==> config.mk <==
export PLATFORM = sky130hd
export DESIGN_NAME = stopwatch_counter
export DESIGN_NICKNAME = d
export VERILOG_FILES = /design/src/rtl/stopwatch_counter.sv
export SDC_FILE = /design/constraint.sdc
export NUM_CORES = 1
export LEC_CHECK = 0
export BUFFER_PORTS_ARGS = -buffer_cell sky130_fd_sc_hd__buf_4
export CELL_PAD_IN_SITES_DETAIL_PLACEMENT = 1
export CELL_PAD_IN_SITES_GLOBAL_PLACEMENT = 1
export CORE_ASPECT_RATIO = 0.9
export CORE_MARGIN = 5
export CORE_UTILIZATION = 40
export CTS_CLUSTER_SIZE = 10
export DETAILED_ROUTE_END_ITERATION = 12
export PLACE_DENSITY = 0.87
export SETUP_SLACK_MARGIN = 0.3
export SLEW_MARGIN = 0
export SYNTH_ARGS = -nofsm -noshare
export SYNTH_HDL_FRONTEND = slang
export SYNTH_SLANG_ARGS = --single-unit
==> constraint.sdc <==
create_clock -name sclk -period 1.7 [get_ports sclk]
set_input_delay 0.34 -clock sclk [delete_from_list [all_inputs] [get_ports sclk]]
set_output_delay 0.34 -clock sclk [all_outputs]
set_load 0.01 [all_outputs]
==> src/rtl/stopwatch_counter.sv <==
// stopwatch_counter: MM:SS BCD stopwatch core with run/pause and manual adjust mode
module stopwatch_counter #(
  parameter int MAX_MIN = 59
) (
  input  logic       sclk,
  input  logic       rst,
  input  logic       clk_1hz,
  input  logic       clk_2hz,
  input  logic       btn_pause,
  input  logic       adj,
  input  logic       sel,
  output logic [3:0] min_tens,
  output logic [3:0] min_ones,
  output logic [3:0] sec_tens,
  output logic [3:0] sec_ones,
  output logic       paused,
  output logic       blink
);
  localparam logic [3:0] MT = 4'(MAX_MIN / 10);
  localparam logic [3:0] MO = 4'(MAX_MIN % 10);
  typedef enum logic [1:0] {PAUSED, RUN, ADJUST} state_t;
  state_t state, state_nx;
  logic prev_1hz, prev_2hz, prev_btn;
  logic tick_1hz, tick_2hz, press;
  logic run_flag, run_nx, blink_nx;
  logic inc_sec, inc_min, sec_wrap, min_wrap;
  logic [3:0] min_tens_nx, min_ones_nx, sec_tens_nx, sec_ones_nx;
  assign tick_1hz = clk_1hz & ~prev_1hz;
  assign tick_2hz = clk_2hz & ~prev_2hz;
  assign press    = btn_pause & ~prev_btn;
  assign paused   = ~run_flag;
  always_comb begin
    state_nx = state;
    run_nx   = run_flag;
    if (state == ADJUST) state_nx = adj ? ADJUST : (run_flag ? RUN : PAUSED);
    else if (adj) state_nx = ADJUST;
    else if (press) begin
      run_nx   = ~run_flag;
      state_nx = run_flag ? PAUSED : RUN;
    end
    // blink only advances while already in ADJUST and drops to 0 as soon as we leave
    blink_nx = (state_nx == ADJUST) ? blink ^ (tick_2hz && state == ADJUST) : 1'b0;
  end
  always_comb begin
    sec_wrap    = sec_tens == 4'd5 && sec_ones == 4'd9;
    min_wrap    = min_tens == MT && min_ones == MO;
    inc_sec     = (state == RUN && tick_1hz) || (state == ADJUST && tick_2hz && sel);
    inc_min     = (state == RUN && tick_1hz && sec_wrap) || (state == ADJUST && tick_2hz && !sel);
    sec_ones_nx = !inc_sec ? sec_ones : (sec_ones == 4'd9 ? 4'd0 : sec_ones + 4'd1);
    sec_tens_nx = !inc_sec || sec_ones != 4'd9 ? sec_tens : (sec_tens == 4'd5 ? 4'd0 : sec_tens + 4'd1);
    min_ones_nx = !inc_min ? min_ones : (min_wrap || min_ones == 4'd9 ? 4'd0 : min_ones + 4'd1);
    min_tens_nx = !inc_min ? min_tens : (min_wrap ? 4'd0 : (min_ones == 4'd9 ? min_tens + 4'd1 : min_tens));
  end
  always_ff @(posedge sclk) begin
    if (rst) begin
      state    <= PAUSED;
      run_flag <= 1'b0;
      blink    <= 1'b0;
      prev_1hz <= 1'b1;
      prev_2hz <= 1'b1;
      prev_btn <= 1'b1;
      min_tens <= 4'd0;
      min_ones <= 4'd0;
      sec_tens <= 4'd0;
      sec_ones <= 4'd0;
    end else begin
      state    <= state_nx;
      run_flag <= run_nx;
      blink    <= blink_nx;
      prev_1hz <= clk_1hz;
      prev_2hz <= clk_2hz;
      prev_btn <= btn_pause;
      min_tens <= min_tens_nx;
      min_ones <= min_ones_nx;
      sec_tens <= sec_tens_nx;
      sec_ones <= sec_ones_nx;
    end
  end
endmodule

==> results.cfg, run 1 <==
[status]
status = finished with violations
violations = negative setup slack

[yosys]
ys_ff_latch = 23
syn_inst = 131
syn_area_per_cell_um2 = 9.15
synth_ff_type = dfxtp_1
synthTopCellsByArea = dfxtp_1, nor2b_1, a21oi_1
ys_async_sr_fraction = 0
ys_seq_area_frac = 0.384
ys.warnings.count = 0
yosysMostFrequentCell = dfxtp_1
synth_edf_count = 0
synth_top_area_cell = dfxtp_1
synth_area_um2 = 1200
synthDistinctLibCells = 45
synth_top_area_share = 0.384
synth_commonest_cells = dfxtp_1, nor2_1, nor2b_1
synthesis.nets = 140

[grt]
grt_max_degree = 27
groute.usage.overall = 0.203
antenna_found_initial = 0
top_usage_layer = met2
grt_first_pass_wirelength_um = 6220
use_met3 = 0.0468
overflow = 0
met2_usage = 0.376
first_global_vias = 1250
use_met1 = 0.231

[worst_setup_path]
crit_slowest_cell = dfxtp_4
required_ps = 1930
cp-start-kind = flop
worstPathCellList = and4bb_1 > nand4_1 > buf_6 > a211oi_2 > mux2_4
crit_family = simple AND/OR/NAND/NOR gates
slowest_delay_ps = 370
worstPathMaxFanout = 5
end_kind = flop
critical_path_buf_inv_count = 1
arrival_ps = 2010
path_class = reg2reg

[timing]
finalSetupViolCount = 2
worst_slack_ps = -78.9
timing.hold.ws_ps = 207
finalMaxSlewViolations = 0
tightest_slew_ps = 461
finalCritPeriodShare = 1.05
rsz0062_at_grt = true
finClkSkew_ps = 10.4
slew_headroom = 0.692
period_needed_ps = 1780
setup_tns_ps = -84.1
fmax_mhz = 562
hold_violations = 0

[route]
vias = 1257
drt_iter0_drc = 96
via_per_inst = 5.90
postRouteAntennaNets = 0
drt_first_pass_iters = 4
routed_wirelength_um = 4620
route.detailed.drc = 0
wl_per_cell_um = 21.7

[floorplanning]
rows = 18
dieArea_um2 = 4190
die_h_um = 61.9
core_um2 = 2820
start_util = 0.426
die_w_um = 67.7
io_pins = 25

[cts]
clk_path_buf_depth = 2
root_buffer = clkbuf_4
tritoncts = yes
cts_buffers = 3
cts_sinks = 23
cts-hold-fix-buffers = 0
clkTransAtPathRegs_ps = 140
clock_latency_ps = 330
h-tree-depth = 1

[placement]
numPortBuffers = 24
dp_hpwl_um = 2460
routabilityCongestion = 0.781
place_area_um2 = 1460

[finish]
area_growth_pct = 42.3
nFillCells = 322
drive_above_1_share = 0.486
layout.nets = 183
final_util = 0.606
diodes = 0
stdcell_area_um2 = 1710

[power]
swShare = 0.251
power_density_nw_per_um2 = 523
ir_drop_mv = 0.350
p_clk_frac = 0.304
p_leak_nw = 0.705
combPwrFrac = 0.081
p_switching_uw = 224
p_seq_frac = 0.616
finalPower_uw = 892
p_int_uw = 668

[flow_run]
maxCapViolations = 0

[min_path]
hold_class = in2reg
-- final cells by class --
type | count | area (µm²) | area share
Multi-Input combinational cell | 98 | 795 | 0.466
Sequential cell | 23 | 478 | 0.280
Timing Repair Buffer | 41 | 330 | 0.194
Tap cell | 40 | 50.0 | 0.0293
Clock buffer | 4 | 26.3 | 0.0154
Inverter | 7 | 26.3 | 0.0154
-- metal layers --
metal / share of wire / vias up / wire length [µm]
li1: - / 563 / -
met1: 0.41 / 621 / 1890
met2: 0.49 / 51 / 2260
met3: 0.057 / 22 / 261
met4: 0.044 / 0 / 201
met5: 0 / - / 0
-- layout by cell type, fill, tap and decap left out, types with 6 or more instances in the layout --
cell     synthesis  final
nor2_1           9      9
dfxtp_2          0      8
nor2b_1          8      7
dfxtp_1         23     13
buf_4            0     35
inv_1            7      7
buf_6            2      6
-- power groups by stage --
| stage | sequential, mW | combinational, mW | clock (mW) |
|---|---|---|---|
| 5_1_grt | 0.550 | 0.0763 | 0.305 |
| 3_5_place_dp | 0.562 | 0.0555 | 0 |
| 6_report | 0.549 | 0.0719 | 0.271 |
| 2_1_floorplan | 0.561 | 0.0326 | 0 |
| 3_3_place_gp | 0.561 | 0.0532 | 0 |
| 4_1_cts | 0.549 | 0.0642 | 0.258 |
-- metrics by stage --
step | instances | setup WS, ps
2_1_floorplan | 131 | 165
3_3_place_gp | 197 | 111
3_5_place_dp | 197 | 25.1
4_1_cts | 210 | 87.6
5_1_grt | 213 | -115
6_report | 213 | -78.9
-- state kept, by name, indices dropped and copies added (netlist names), 2 cells and up --
name and count:
state 2, sec_tens 4, min_ones 4, min_tens 4, sec_ones 4
-- path summary, 6_finish.rpt --
path,start,end,slack (ps),depth (start not counted)
worst max-delay path,sec_ones[1],min_tens[3],-80,5
worst min register to register,sec_tens[2],sec_tens[2],540,2
worst min-delay path,adj,state[0],210,2
worst max register to register,sec_ones[1],min_tens[3],-80,5
-- logic make-up after synthesis --
logic type | share of synthesized area
AOI/OAI and AO/OA | 0.152
adders and majority gates | 0.0209
DFF | 0.384
muxes | 0.0553
and+or+nand+nor | 0.318
xor gates and xnor gates | 0.0219
buffers and inverters | 0.0470
-- timing repair --
item	4_1_cts	5_1_grt
buffers inserted	8	3
gates cloned	1	0
pin swaps	11	8
gates resized for setup	13	20
setup endpoints to repair	15	16
Power figures use the tool's default switching activity.
==> run 2: changes to the inputs <==
==> constraint.sdc (replaced) <==
create_clock -name sclk -period 1.7 [get_ports sclk]
set_input_delay 0.34 -clock sclk [delete_from_list [all_inputs] [get_ports sclk]]
set_output_delay 0.34 -clock sclk [all_outputs]
set_load 0.05 [all_outputs]
==> run 2 against run 1 <==
Net effect:
- the run now ends clean
- cell area is 2.0% lower
- fmax rose by 9.0%
- largest power group unchanged
- sequential share of layout area increased by 2.1 points
- via count fell by 6.9%
- count of clock-buffer cells in the layout is the same
- first-iteration DRC count down 15%
- cell count is 0.94% lower
- critical path depth stayed put
- sequential power shrank 2%
- sequential cell count unchanged
- hold slack got worse by 34 ps
- highest routed layer unchanged
==> results.cfg, run 2 (synthesis results as in run 1) <==
[floorplanning]
die_w_um = 67.7
core_um2 = 2820
rows = 18
start_util = 0.426
dieArea_um2 = 4190
io_pins = 25
die_h_um = 61.9

[worst_setup_path]
required_ps = 1950
end_kind = flop
arrival_ps = 1880
path_class = reg2reg
cp-start-kind = flop
worstPathMaxFanout = 4

[timing]
rsz0062_at_grt = true
period_needed_ps = 1630
hold_violations = 0
finalMaxSlewViolations = 0
tightest_slew_ps = 425
slew_headroom = 0.716
finalCritPeriodShare = 0.960
finClkSkew_ps = 9.08
timing.hold.ws_ps = 173
finalSetupViolCount = 0
fmax_mhz = 613

[finish]
layout.nets = 181
diodes = 0
stdcell_area_um2 = 1670
mostFrequentLayoutCells = buf_4, dfxtp_4, nor2_1, dfxtp_1
drive_above_1_share = 0.480
instances_no_fill = 211
area_growth_pct = 39.5
final_common_cell = buf_4
multiInputGateArea_um2 = 751
register_area_um2 = 503
nFillCells = 337

[cts]
cts_buffers = 3
cts_sinks = 23
h-tree-depth = 1
clk_path_buf_depth = 2
tritoncts = yes
clkTransAtPathRegs_ps = 140
cts-hold-fix-buffers = 0
root_buffer = clkbuf_4
clock_latency_ps = 330

[route]
via_per_inst = 5.55
route.detailed.drc = 0
wl_per_cell_um = 17.7
postRouteAntennaNets = 0
routed_wirelength_um = 3730
vias = 1170
drt_iter0_drc = 82
drt_first_pass_iters = 4

[power]
ir_drop_mv = 0.465
power_density_nw_per_um2 = 528
finalPower_uw = 883
p_leak_nw = 0.689

[grt]
overflow = 0
grt_first_pass_wirelength_um = 5380
grt_max_degree = 27
first_global_vias = 1110
groute.usage.overall = 0.174
antenna_found_initial = 0

[min_path]
hold_class = in2reg

[placement]
post-place-cells = 194
dp_hpwl_um = 2270
place_area_um2 = 1480
numPortBuffers = 24
routabilityCongestion = 0.827

[flow_run]
maxCapViolations = 0

[status]
status = finished clean
[run 2: cell count changes in the layout (fill, tap and decap cells not counted), sizes merged]
cell / previous run / this run
a21oi: 9 / 8
buf: 41 / 40
[run 2: worst paths after layout]
path                               endpoint  cells past startpoint        start  slack, ps
worst max-delay path            min_ones[3]                      5     state[0]         70
worst min-delay path               state[0]                      2          adj        170
worst max register to register  min_ones[3]                      5     state[0]         70
worst min register to register  sec_tens[2]                      2  sec_tens[2]        540
[run 2: critical path, stage by stage (launching register included)]
cell      delay (ps)
dfxtp_4          380
and4bb_4         340
nand3b_1         190
buf_4            200
a211o_1          260
a31oi_1          180
[run 2: layout make-up]
cell class                 instances  share of cell area
multi-input combinational         97               0.449
inverter                           7              0.0157
timing repair buffer              40               0.189
tap                               40              0.0299
sequential                        23               0.301
clock buffer                       4              0.0157
[run 2: stage by stage]
step / util / setup WS [ps] / TNS, ps
after floorplan: - / 90.9 / 0
after global placement: 0.525 / 88.2 / 0
after detailed placement: 0.525 / 32.7 / 0
after CTS: 0.566 / 77.8 / 0
after global routing: 0.594 / -7.67 / -7.67
final: 0.594 / 68.1 / 0
[run 2: timing repair]
action / CTS / global route
pin swaps: 11 / 3
setup endpoints to repair: 14 / 18
resized for setup: 5 / 15
hold endpoints to repair: 0 / 0
buffers inserted: 10 / 3
cloned: 0 / 0
[run 2: where the power goes]
part | switching [mW] | total, mW | internal (mW)
logic | 0.0389 | 0.0694 | 0.0305
clock network | 0.185 | 0.277 | 0.0923
registers | 0.00510 | 0.537 | 0.532
[run 2: layer usage]
metal	global-route usage	wire length, µm
met4	0.0694	95
met3	0.0234	105
met5	0	0
met2	0.313	1900
met1	0.210	1630
